`src/rtl/sq_scheduler_if.sv`:
```
`default_nettype none
// ============================================================================
// Module      : sq_scheduler_if
// Description : Bus bundle between the SQ/CQ scheduler and its neighbours:
//               the shared descriptor BRAM port, the descriptor stream
//               towards the datapath and the datapath completion strobe.
//               master = scheduler side, slave = BRAM/datapath side.
// Ports       : bram_en_out/bram_we_out/bram_addr_out/bram_wdata_out (master out)
//               bram_rdata_in                                      (master in)
//               m_desc_data/m_desc_valid/m_desc_last               (master out)
//               m_desc_ready                                       (master in)
//               cmpl_valid_in/cmpl_status_in                       (master in)
// Revision    : 1.0 - initial release
// ============================================================================
interface sq_scheduler_if;
    logic        bram_en_out;
    logic        bram_we_out;
    logic [31:0] bram_addr_out;
    logic [31:0] bram_wdata_out;
    logic [31:0] bram_rdata_in;
    logic [31:0] m_desc_data;
    logic        m_desc_valid;
    logic        m_desc_last;
    logic        m_desc_ready;
    logic        cmpl_valid_in;
    logic [7:0]  cmpl_status_in;

    modport master (
        output bram_en_out, bram_we_out, bram_addr_out, bram_wdata_out,
        output m_desc_data, m_desc_valid, m_desc_last,
        input  bram_rdata_in, m_desc_ready, cmpl_valid_in, cmpl_status_in
    );

    modport slave (
        input  bram_en_out, bram_we_out, bram_addr_out, bram_wdata_out,
        input  m_desc_data, m_desc_valid, m_desc_last,
        output bram_rdata_in, m_desc_ready, cmpl_valid_in, cmpl_status_in
    );
endinterface
`default_nettype wire

```
`src/rtl/sq_scheduler.sv`:
```
`default_nettype none
// ============================================================================
// Module      : sq_scheduler
// Description : Submission/completion queue scheduler. Fetches one SQ
//               descriptor at a time from the shared BRAM, streams its words
//               to the datapath, waits for the completion, writes a CQ entry,
//               then advances SQ head / CQ tail and raises an interrupt.
// Ports       : clk              - clock
//               rstn             - asynchronous active-low reset
//               enable_in        - scheduler enable (sampled in IDLE only)
//               bram_base_in     - byte base of the SQ ring (CQ ring follows)
//               sq_tail_in       - SQ producer doorbell
//               cq_head_in       - CQ consumer index
//               sq_head_out      - SQ head, zero-extended
//               cq_tail_out      - CQ tail, zero-extended
//               irq_req_out      - one-cycle interrupt request
//               lookup_error_out - one-cycle pulse on an illegal doorbell
//               busy_out         - high whenever the FSM is not IDLE
//               bus              - BRAM port, descriptor stream, completion
// Revision    : 1.0 - initial release
// ============================================================================
module sq_scheduler #(
    parameter int QUEUE_DEPTH = 16,
    parameter int DESC_WORDS  = 4
) (
    input  wire          clk,
    input  wire          rstn,
    input  wire          enable_in,
    input  wire  [31:0]  bram_base_in,
    input  wire  [31:0]  sq_tail_in,
    input  wire  [31:0]  cq_head_in,
    output logic [31:0]  sq_head_out,
    output logic [31:0]  cq_tail_out,
    output logic         irq_req_out,
    output logic         lookup_error_out,
    output logic         busy_out,
    sq_scheduler_if.master bus
);

    localparam int IDX_W = $clog2(QUEUE_DEPTH);

    // The CQ ring sits directly after the SQ ring in the same BRAM.
    localparam logic [31:0]      c_cq_offset = 32'(QUEUE_DEPTH * DESC_WORDS * 4);
    localparam logic [3:0]       c_last_word = 4'(DESC_WORDS - 1);
    localparam logic [IDX_W-1:0] c_idx_one   = IDX_W'(1);

    typedef enum logic [2:0] {
        S_IDLE      = 3'd0,
        S_FETCH     = 3'd1,
        S_RDWAIT    = 3'd2,
        S_STREAM    = 3'd3,
        S_WAIT_CMPL = 3'd4,
        S_CQ_WAIT   = 3'd5,
        S_CQ_WRITE  = 3'd6
    } state_t;

    state_t            r_state;
    state_t            w_state_nxt;

    logic [IDX_W-1:0]  r_sq_head;
    logic [IDX_W-1:0]  r_cq_tail;
    logic [3:0]        r_word;
    logic [31:0]       r_desc_data;
    logic              r_desc_last;
    logic [7:0]        r_status;
    logic              r_irq;
    logic              r_lookup_err;

    // Last offending doorbell value already reported, per doorbell.
    logic              r_sq_bad_vld;
    logic [31:0]       r_sq_bad_val;
    logic              r_cq_bad_vld;
    logic [31:0]       r_cq_bad_val;

    logic              w_sq_empty;
    logic [IDX_W-1:0]  w_cq_tail_inc;
    logic              w_cq_full;
    logic              w_sq_bad;
    logic              w_cq_bad;
    logic              w_db_legal;
    logic              w_sq_new_err;
    logic              w_cq_new_err;
    logic              w_word_last;
    logic [31:0]       w_sq_word_idx;
    logic [31:0]       w_sq_addr;
    logic [31:0]       w_cq_addr;

    // ------------------------------------------------------------------
    // Ring status and doorbell legality
    // ------------------------------------------------------------------
    assign w_sq_empty    = (r_sq_head == sq_tail_in[IDX_W-1:0]);
    assign w_cq_tail_inc = r_cq_tail + c_idx_one;   // power-of-two depth wraps for free
    assign w_cq_full     = (w_cq_tail_inc == cq_head_in[IDX_W-1:0]);

    assign w_sq_bad      = (sq_tail_in >= 32'(QUEUE_DEPTH));
    assign w_cq_bad      = (cq_head_in >= 32'(QUEUE_DEPTH));
    assign w_db_legal    = !w_sq_bad && !w_cq_bad;

    // Report an illegal doorbell once; report again only if its value moves.
    assign w_sq_new_err  = w_sq_bad && (!r_sq_bad_vld || (sq_tail_in != r_sq_bad_val));
    assign w_cq_new_err  = w_cq_bad && (!r_cq_bad_vld || (cq_head_in != r_cq_bad_val));

    assign w_word_last   = (r_word == c_last_word);

    // ------------------------------------------------------------------
    // Address generation (all arithmetic wraps modulo 2^32)
    // ------------------------------------------------------------------
    assign w_sq_word_idx = (32'(r_sq_head) * 32'(DESC_WORDS)) + 32'(r_word);
    assign w_sq_addr     = bram_base_in + (w_sq_word_idx << 2);
    assign w_cq_addr     = bram_base_in + c_cq_offset + (32'(r_cq_tail) << 2);

    // ------------------------------------------------------------------
    // FSM state register
    // ------------------------------------------------------------------
    always_ff @(posedge clk or negedge rstn) begin
        if (!rstn) begin
            r_state <= S_IDLE;
        end else begin
            r_state <= w_state_nxt;
        end
    end

    // ------------------------------------------------------------------
    // FSM next state and outputs
    // ------------------------------------------------------------------
    always_comb begin
        w_state_nxt        = r_state;
        bus.bram_en_out    = 1'b0;
        bus.bram_we_out    = 1'b0;
        bus.bram_addr_out  = 32'h0;
        bus.bram_wdata_out = 32'h0;

        case (r_state)
            S_IDLE: begin
                if (enable_in && !w_sq_empty && w_db_legal) begin
                    w_state_nxt = S_FETCH;
                end
            end
            S_FETCH: begin
                bus.bram_en_out   = 1'b1;
                bus.bram_addr_out = w_sq_addr;
                w_state_nxt       = S_RDWAIT;
            end
            S_RDWAIT: begin
                w_state_nxt = S_STREAM;
            end
            S_STREAM: begin
                if (bus.m_desc_ready) begin
                    w_state_nxt = w_word_last ? S_WAIT_CMPL : S_FETCH;
                end
            end
            S_WAIT_CMPL: begin
                if (bus.cmpl_valid_in) begin
                    w_state_nxt = S_CQ_WAIT;
                end
            end
            S_CQ_WAIT: begin
                if (!w_cq_full) begin
                    w_state_nxt = S_CQ_WRITE;
                end
            end
            S_CQ_WRITE: begin
                bus.bram_we_out    = 1'b1;
                bus.bram_addr_out  = w_cq_addr;
                bus.bram_wdata_out = {r_status, 16'h0000, 8'(r_sq_head)};
                w_state_nxt        = S_IDLE;
            end
            default: begin
                w_state_nxt = S_IDLE;
            end
        endcase
    end

    // ------------------------------------------------------------------
    // Datapath registers
    // ------------------------------------------------------------------
    always_ff @(posedge clk or negedge rstn) begin
        if (!rstn) begin
            r_sq_head    <= '0;
            r_cq_tail    <= '0;
            r_word       <= '0;
            r_desc_data  <= '0;
            r_desc_last  <= 1'b0;
            r_status     <= '0;
            r_irq        <= 1'b0;
            r_lookup_err <= 1'b0;
            r_sq_bad_vld <= 1'b0;
            r_sq_bad_val <= '0;
            r_cq_bad_vld <= 1'b0;
            r_cq_bad_val <= '0;
        end else begin
            // CQ_WRITE lasts exactly one cycle, so this is a one-cycle pulse.
            r_irq        <= (r_state == S_CQ_WRITE);
            r_lookup_err <= 1'b0;

            case (r_state)
                S_IDLE: begin
                    r_word       <= '0;
                    r_lookup_err <= w_sq_new_err || w_cq_new_err;
                    r_sq_bad_vld <= w_sq_bad;
                    r_cq_bad_vld <= w_cq_bad;
                    if (w_sq_bad) begin
                        r_sq_bad_val <= sq_tail_in;
                    end
                    if (w_cq_bad) begin
                        r_cq_bad_val <= cq_head_in;
                    end
                end
                S_RDWAIT: begin
                    // Read data is valid exactly one cycle after the enable.
                    r_desc_data <= bus.bram_rdata_in;
                    r_desc_last <= w_word_last;
                end
                S_STREAM: begin
                    if (bus.m_desc_ready && !w_word_last) begin
                        r_word <= r_word + 4'd1;
                    end
                end
                S_WAIT_CMPL: begin
                    if (bus.cmpl_valid_in) begin
                        r_status <= bus.cmpl_status_in;
                    end
                end
                S_CQ_WRITE: begin
                    r_sq_head <= r_sq_head + c_idx_one;
                    r_cq_tail <= w_cq_tail_inc;
                end
                default: begin
                end
            endcase
        end
    end

    // ------------------------------------------------------------------
    // Output mapping
    // ------------------------------------------------------------------
    assign bus.m_desc_data  = r_desc_data;
    assign bus.m_desc_valid = (r_state == S_STREAM);
    assign bus.m_desc_last  = (r_state == S_STREAM) && r_desc_last;

    assign sq_head_out      = 32'(r_sq_head);
    assign cq_tail_out      = 32'(r_cq_tail);
    assign irq_req_out      = r_irq;
    assign lookup_error_out = r_lookup_err;
    assign busy_out         = (r_state != S_IDLE);

endmodule
`default_nettype wire

```
`src/flat_wrapper.sv`:
```
// flat-port wrapper written by rule: the top's interface ports become plain ports
module sq_scheduler_flat 
#(
    parameter int QUEUE_DEPTH = 16,
    parameter int DESC_WORDS  = 4
)
  (clk, rstn, enable_in, bram_base_in, sq_tail_in, cq_head_in, sq_head_out, cq_tail_out, irq_req_out, lookup_error_out, busy_out, bus_bram_en_out, bus_bram_we_out, bus_bram_addr_out, bus_bram_wdata_out, bus_m_desc_data, bus_m_desc_valid, bus_m_desc_last, bus_bram_rdata_in, bus_m_desc_ready, bus_cmpl_valid_in, bus_cmpl_status_in);
  sq_scheduler_if bus_i ();
  input  wire clk;
  input  wire rstn;
  input  wire enable_in;
  input  wire  [31:0] bram_base_in;
  input  wire  [31:0] sq_tail_in;
  input  wire  [31:0] cq_head_in;
  output logic [31:0] sq_head_out;
  output logic [31:0] cq_tail_out;
  output logic irq_req_out;
  output logic lookup_error_out;
  output logic busy_out;
  output wire logic [$bits(bus_i.bram_en_out)-1:0] bus_bram_en_out;
  output wire logic [$bits(bus_i.bram_we_out)-1:0] bus_bram_we_out;
  output wire logic [$bits(bus_i.bram_addr_out)-1:0] bus_bram_addr_out;
  output wire logic [$bits(bus_i.bram_wdata_out)-1:0] bus_bram_wdata_out;
  output wire logic [$bits(bus_i.m_desc_data)-1:0] bus_m_desc_data;
  output wire logic [$bits(bus_i.m_desc_valid)-1:0] bus_m_desc_valid;
  output wire logic [$bits(bus_i.m_desc_last)-1:0] bus_m_desc_last;
  input wire logic [$bits(bus_i.bram_rdata_in)-1:0] bus_bram_rdata_in;
  input wire logic [$bits(bus_i.m_desc_ready)-1:0] bus_m_desc_ready;
  input wire logic [$bits(bus_i.cmpl_valid_in)-1:0] bus_cmpl_valid_in;
  input wire logic [$bits(bus_i.cmpl_status_in)-1:0] bus_cmpl_status_in;
  assign bus_bram_en_out = bus_i.bram_en_out;
  assign bus_bram_we_out = bus_i.bram_we_out;
  assign bus_bram_addr_out = bus_i.bram_addr_out;
  assign bus_bram_wdata_out = bus_i.bram_wdata_out;
  assign bus_m_desc_data = bus_i.m_desc_data;
  assign bus_m_desc_valid = bus_i.m_desc_valid;
  assign bus_m_desc_last = bus_i.m_desc_last;
  assign bus_i.bram_rdata_in = bus_bram_rdata_in;
  assign bus_i.m_desc_ready = bus_m_desc_ready;
  assign bus_i.cmpl_valid_in = bus_cmpl_valid_in;
  assign bus_i.cmpl_status_in = bus_cmpl_status_in;
  sq_scheduler #(.QUEUE_DEPTH(QUEUE_DEPTH), .DESC_WORDS(DESC_WORDS)) u_core (.clk(clk), .rstn(rstn), .enable_in(enable_in), .bram_base_in(bram_base_in), .sq_tail_in(sq_tail_in), .cq_head_in(cq_head_in), .sq_head_out(sq_head_out), .cq_tail_out(cq_tail_out), .irq_req_out(irq_req_out), .lookup_error_out(lookup_error_out), .busy_out(busy_out), .bus(bus_i));
endmodule
```
`config.mk`:
```
export PLATFORM = sky130hd
export DESIGN_NAME = sq_scheduler_flat
export DESIGN_NICKNAME = d
export VERILOG_FILES = /design/src/rtl/sq_scheduler_if.sv /design/src/rtl/sq_scheduler.sv /design/src/flat_wrapper.sv
export SDC_FILE = /design/constraint.sdc
export NUM_CORES = 1
export LEC_CHECK = 0
export CORE_UTILIZATION = 48
export CTS_CLUSTER_DIAMETER = 50
export DETAILED_ROUTE_END_ITERATION = 8
export PLACE_DENSITY = 0.95
export SLEW_MARGIN = 20
export SYNTH_ARGS = -nofsm -noshare
export SYNTH_HDL_FRONTEND = slang
export SYNTH_SLANG_ARGS = --single-unit
```
`constraint.sdc`:
```
create_clock -name clk -period 6.2 [get_ports clk]
set_input_delay 0.93 -clock clk [delete_from_list [all_inputs] [get_ports clk]]
set_output_delay 0.93 -clock clk [all_outputs]
set_load 0.03 [all_outputs]
```
# After elaboration in Yosys (flattened, before gate mapping)
# Index checks and enable logic that the tools add are counted.
dict set report classes {
  add_sub_neg 7
  n_lt_le_gt_ge 2
  n_eq_ne 16
  muxes 13
  n_reduce_logical 24
}
# cell count
set ops {}
lappend ops {{32-bit by 5-bit greater-or-equal comparator with 1-bit output (second input constant)} 2}
lappend ops {{32-bit inequality test} 2}
lappend ops {{32-bit case mux with 2 select lines} 1}
lappend ops {{32-bit adder} 1}
lappend ops {{32-bit by 6-bit adder with 32-bit output} 1}
lappend ops {{32-bit by 9-bit adder with 32-bit output (second input constant)} 1}
lappend ops {{32-bit two-way mux} 1}
lappend ops {{3-bit case mux with 6 select lines} 1}
lappend ops {{3-bit two-way mux} 5}
lappend ops {{4-bit by 1-bit adder with 4-bit output (second input constant)} 3}
lappend ops {{3-bit equality test (second input constant)} 3}
lappend ops {{4-bit equality test} 2}
lappend ops {{4-bit case mux with 2 select lines} 1}
lappend ops {{2-bit AND reduction} 4}
lappend ops {{6-bit by 4-bit adder with 7-bit output} 1}
lappend ops {{1-bit logical AND} 7}
lappend ops {{3-bit by 2-bit equality test with 1-bit output (second input constant)} 2}
lappend ops {{1-bit zero test} 6}
lappend ops {{2-bit by 1-bit inequality test with 1-bit output (second input constant)} 3}
lappend ops {{4-bit by 2-bit equality test with 1-bit output (second input constant)} 1}
lappend ops {{4-bit two-way mux} 1}
lappend ops {{2-bit inequality test (second input constant)} 2}
lappend ops {{4-bit AND reduction} 1}
lappend ops {{3-bit by 1-bit equality test with 1-bit output (second input constant)} 1}
lappend ops {{other kinds (5)} 9}
dict set report word_totals {
  reg_bits 124
  inputBits 141
  output_inout_bits 167
  elab_cells 75
}

# Logic depth before layout (Yosys ltp)
dict set report logic_depth {
  ltp_word 6
  ltp_mapped 12
  depth_no_buf 11
}

# Worst setup path after synthesis
# No wires, ideal clock.
dict set report synth_path {
  path_type {reg-to-output}
  startpoint {register u_core.r_sq_head[0]}
  endpoint {output bus_bram_addr_out[15]}
  t_arrival_ns 3.627
  required_time_ns 5.270
  slack_ns 1.643
  stages_incl_launch_ff 11
  n_path_buf 0
  cell_sequence {dfrtp_1 > ha_1 > fa_1 > xor2_1 > ha_1 > nand2_1 > nor3_1 > o22ai_1 > o22ai_4 > nand2_1 > o311ai_0}
}
dict set report synth_between {
  elab_chain_len 3
}
# item line
set synth_lines {}
lappend synth_lines {{start: declaration} sq_scheduler.sv:60} ;# logic [IDX_W-1:0] r_sq_head;
lappend synth_lines {{start signal: assignment} sq_scheduler.sv:225} ;# r_sq_head <= r_sq_head + c_idx_one;
lappend synth_lines {{6-bit by 4-bit adder with 7-bit output} sq_scheduler.sv:108} ;# assign w_sq_word_idx = (32'(r_sq_head) * 32'(DESC_WORDS)) + 32'(r_word);
lappend synth_lines {{32-bit adder} sq_scheduler.sv:109} ;# assign w_sq_addr = bram_base_in + (w_sq_word_idx << 2);
lappend synth_lines {{32-bit case mux with 2 select lines} sq_scheduler.sv:133} ;# case (r_state)
lappend synth_lines {{end: declaration} flat_wrapper.sv:22} ;# output wire logic [$bits(bus_i.bram_addr_out)-1:0] bus_bram_addr_out;
# No other way between the ends.

# Worst setup path after layout
dict set report layout_path {
  startpoint {register u_core.r_sq_head[0]}
  endpoint {output bus_bram_addr_out[23]}
}
# The elaborated chain is that of the path after synthesis.

==> results.sh <==
export IMPL_routabilityCongestion=0.913
export IMPL_drt_total_wl_um=21700
export IMPL_fin_cells=1214
export IMPL_drtPass1Iterations=5
export IMPL_crit_slowest_cell="clkdlybuf4s50_1"
export IMPL_via_per_inst=5.46
export IMPL_p_total_mw=2.23
export IMPL_fin_skew_ns=0.0110
export IMPL_drv_slew=0
export IMPL_die_w_um=130
export IMPL_track_usage_pct=25.5
export IMPL_crit_path_end_kind="output pin"
export IMPL_cts_tree="done"
export IMPL_postCtsSetupBuffers=0
export IMPL_num_antenna_cells=0
export IMPL_synthAdderAreaFrac_pct=3.44
export IMPL_critPathRequiredTime_ns=5.27
export IMPL_design_area_um2=10800
export IMPL_core_area_um2=16000
export IMPL_holdCritPathClass="flip-flop to flip-flop"
export IMPL_syn_instance_count=756
export IMPL_numCtsBuffers=17
export IMPL_clockBufferDepth=2
export IMPL_synth_simple_area_share_pct=11.7
export IMPL_post_route_cells_drive_above_1_share_pct=15.4
export IMPL_path_class="flip-flop to output pin"
export IMPL_run_status="completed"
export IMPL_wire_per_inst_um=17.8
export IMPL_htree_levels=4
export IMPL_postRouteAntennaNets=0
export IMPL_ctsRootBufferMaster="clkbuf_16"
export IMPL_crit_fanout=11
export IMPL_synth_compound_area_share_pct=11.2
export IMPL_tns_ns=0
export IMPL_grt_setup_unrepaired="false"
export IMPL_irDropWorstVdd_mv=0.158
export IMPL_synthArstFlopShare_pct=100
export IMPL_gr_total_overflow=0
export IMPL_fillerInstances=1187
export IMPL_syn_area_um2=7920
export IMPL_drtIter0Drc=399
export IMPL_synth_top_family_by_area="multiplexers"
export IMPL_path_buf_inv=2
export IMPL_r2r_start="u_core.r_state[2]$_DFFE_PN0P_"
export IMPL_setup_viol=0
export IMPL_hp_start="u_core.r_status[5]$_DFFE_PN0P_"
export IMPL_dp_cells=1183
export IMPL_cp_slowest_stage_delay_ns=0.74
export IMPL_clk_latency_ns=0.41
export IMPL_crit_arrival_ns=4.27
export IMPL_synth_ff_type="dfrtp_1"
export IMPL_port_buffers=231
export IMPL_first_global_vias=6562
export IMPL_yosysWarnings=0
export IMPL_rows=46
export IMPL_initial_utilization_pct=49.5
export IMPL_grt_pass1_wl_um=33200
export IMPL_crit_chain="ha_1 -> fa_1 -> xor2_1 -> ha_1 -> nand2_1 -> nor3_1 -> o22ai_1 -> buf_4 -> o22ai_4 -> nand2_1 -> o311ai_1 -> clkdlybuf4s50_1"
export IMPL_finalCritPeriodShare_pct=83.8
export IMPL_antenna_found_initial=0
export IMPL_io_pins=308
export IMPL_final_setup_worst_slack_ns=1.00
export IMPL_power_leakage_nw=4.46
export IMPL_timing_worst_slew_pin_value_ns=1.00
export IMPL_syn_avg_cell_area_um2=10.5
export IMPL_die_area_um2=17000
export IMPL_synth_mux_area_share_pct=15.0
export IMPL_hold_viol=0
export IMPL_maxCapViolCount=0
export IMPL_power_per_cell_area_nw_per_um2=207
export IMPL_pre_cts_slack_ns=1.14
export IMPL_clk_pin_slew_ns=0.06
export IMPL_slew_headroom_pct=33.0
export IMPL_synth_seq_area_share_pct=39.2
export IMPL_cp_startpoint="u_core.r_sq_head[0]$_DFFE_PN0P_"
export IMPL_drcViolationCount=0
export IMPL_area_delta_synth_final_pct=35.9
export IMPL_synth_xor_area_share_pct=9.84
export IMPL_cts_resized=0
export IMPL_cpLargestDelayFamily="adder cells"
export IMPL_nets=1147
export IMPL_synth_edf_count=0
export IMPL_fmax_ghz=0.192
export IMPL_period_needed_ns=5.20
export IMPL_dieHeight_um=130
export IMPL_grt_max_degree=68
export IMPL_cts_sinks=124
export IMPL_hold_buffers=0
export IMPL_ys_types=70
export IMPL_setup_worst_path_start_class="flip-flop"
export IMPL_synth_seq_cells=124
export IMPL_vias=6634
export IMPL_place_hpwl_um=16200
export IMPL_post_dp_cell_area_um2=10100
[final cells by class]
| type | count | area, um^2 | share of cell area [%] |
|---|---|---|---|
| multi-input combinational | 590 | 4340 | 40.3 |
| sequential | 124 | 3100 | 28.8 |
| timing repair buffer | 236 | 2350 | 21.8 |
| clock buffer | 21 | 450 | 4.18 |
| tap | 216 | 270 | 2.51 |
| clock inverter | 10 | 189 | 1.75 |
| inverter | 17 | 63.8 | 0.593 |
[power by group]
part	switching, mW	total [mW]	leakage (nW)	internal (mW)
clock	0.352	1.08	0.308	0.723
combinational	0.167	0.306	2.58	0.139
sequential	0.0155	0.847	1.57	0.831
[per-layer routing]
metal / routed length (um) / global-route usage, % / vias to the layer above
met3: 1800 / 6.80 / 44
li1: - / - / 3042
met1: 8210 / 29.3 / 3196
met5: 0 / 0 / -
met2: 11200 / 45.5 / 352
met4: 501 / 9.40 / 0
[metrics by stage]
stage	utilization [%]	hold WS, ns
after floorplan	-	0.447
after global placement	63.3	0.466
after detailed placement	63.3	0.487
after CTS	67.3	0.500
after global routing	67.3	0.516
final	67.3	0.497
[worst register-to-register path, stage by stage, from the launching register on]
cell	delay [ns]
dfrtp_1	0.50
nand2_1	0.13
or2_2	0.55
inv_1	0.84
and2_1	0.27
nand3_1	0.11
xnor2_1	0.16
[sequential cells by signal, summed over array words and instances (netlist names)]
| name | count |
|---|---|
| u_core.bus.m_desc_data | 32 |
| u_core.irq_req_out | 1 |
| u_core.lookup_error_out | 1 |
| u_core.r_cq_bad_val | 32 |
| u_core.r_cq_bad_vld | 1 |
| u_core.r_cq_tail | 4 |
| u_core.r_desc_last | 1 |
| u_core.r_sq_bad_val | 32 |
| u_core.r_sq_bad_vld | 1 |
| u_core.r_sq_head | 4 |
| u_core.r_state | 3 |
| u_core.r_status | 8 |
| u_core.r_word | 4 |
[layout by cell type (no fill, tap or decap), types with 17 or more instances in the layout]
master           synthesis  layout
xor2_1                  18      18
dfrtp_1                124     124
xnor2_1                 71      71
nand3_1                 22      22
nor4_1                  20      20
ha_1                    17      17
mux2_2                 104     104
clkdlybuf4s50_1          0     230
clkbuf_16                0      17
conb_1                   1      76
and2_1                  20      20
nor2_1                  20      20
nand4_1                 25      25
o21ai_0                 37      37
a21oi_1                 21      21
nand2_1                 34      34
[final timing paths]
path,endpoint,slack (ns),cells after the start
worst max-delay path,bus_bram_addr_out[23],1.00,12
min in group asynchronous,u_core.r_sq_bad_val[28]$_DFFE_PN0P_,0.58,1
max in group asynchronous,u_core.bus.m_desc_data[2]$_DFFE_PN0P_,4.28,2
worst max register to register,u_core.r_sq_head[3]$_DFFE_PN0P_,3.52,6
worst min-delay path,u_core.r_status[5]$_DFFE_PN0P_,0.50,1
worst min register to register,u_core.r_status[5]$_DFFE_PN0P_,0.50,1
[synth_stat cells (all sizes together), types with 5 or more instances]
| cell type | n | area, um^2 |
|---|---|---|
| a211oi | 7 | 52.6 |
| a21o | 5 | 38.8 |
| a21oi | 23 | 123 |
| a31oi | 11 | 68.8 |
| and2 | 21 | 133 |
| and3 | 5 | 32.5 |
| buf | 90 | 652 |
| clkbuf | 10 | 48.8 |
| dfrtp | 124 | 3100 |
| ha | 17 | 213 |
| inv | 16 | 60.1 |
| mux2 | 104 | 1170 |
| nand2 | 35 | 134 |
| nand3 | 22 | 110 |
| nand4 | 25 | 156 |
| nor2 | 20 | 75.1 |
| nor2b | 5 | 31.3 |
| nor3 | 6 | 51.3 |
| nor4 | 20 | 125 |
| o21ai | 39 | 203 |
| o22ai | 8 | 63.8 |
| o311ai | 9 | 78.8 |
| xnor2 | 71 | 622 |
| xor2 | 18 | 158 |
[logic make-up (layout without fill, tap and decap cells)]
family | count (synthesis) | in the layout
other cells | 1 | 76
mux | 106 | 106
compound gates | 130 | 130
xor+xnor | 89 | 89
buf+inv | 117 | 284
fa+ha+maj | 20 | 20
simple gates | 169 | 169
flops | 124 | 124
Power figures use the tool's default switching activity.
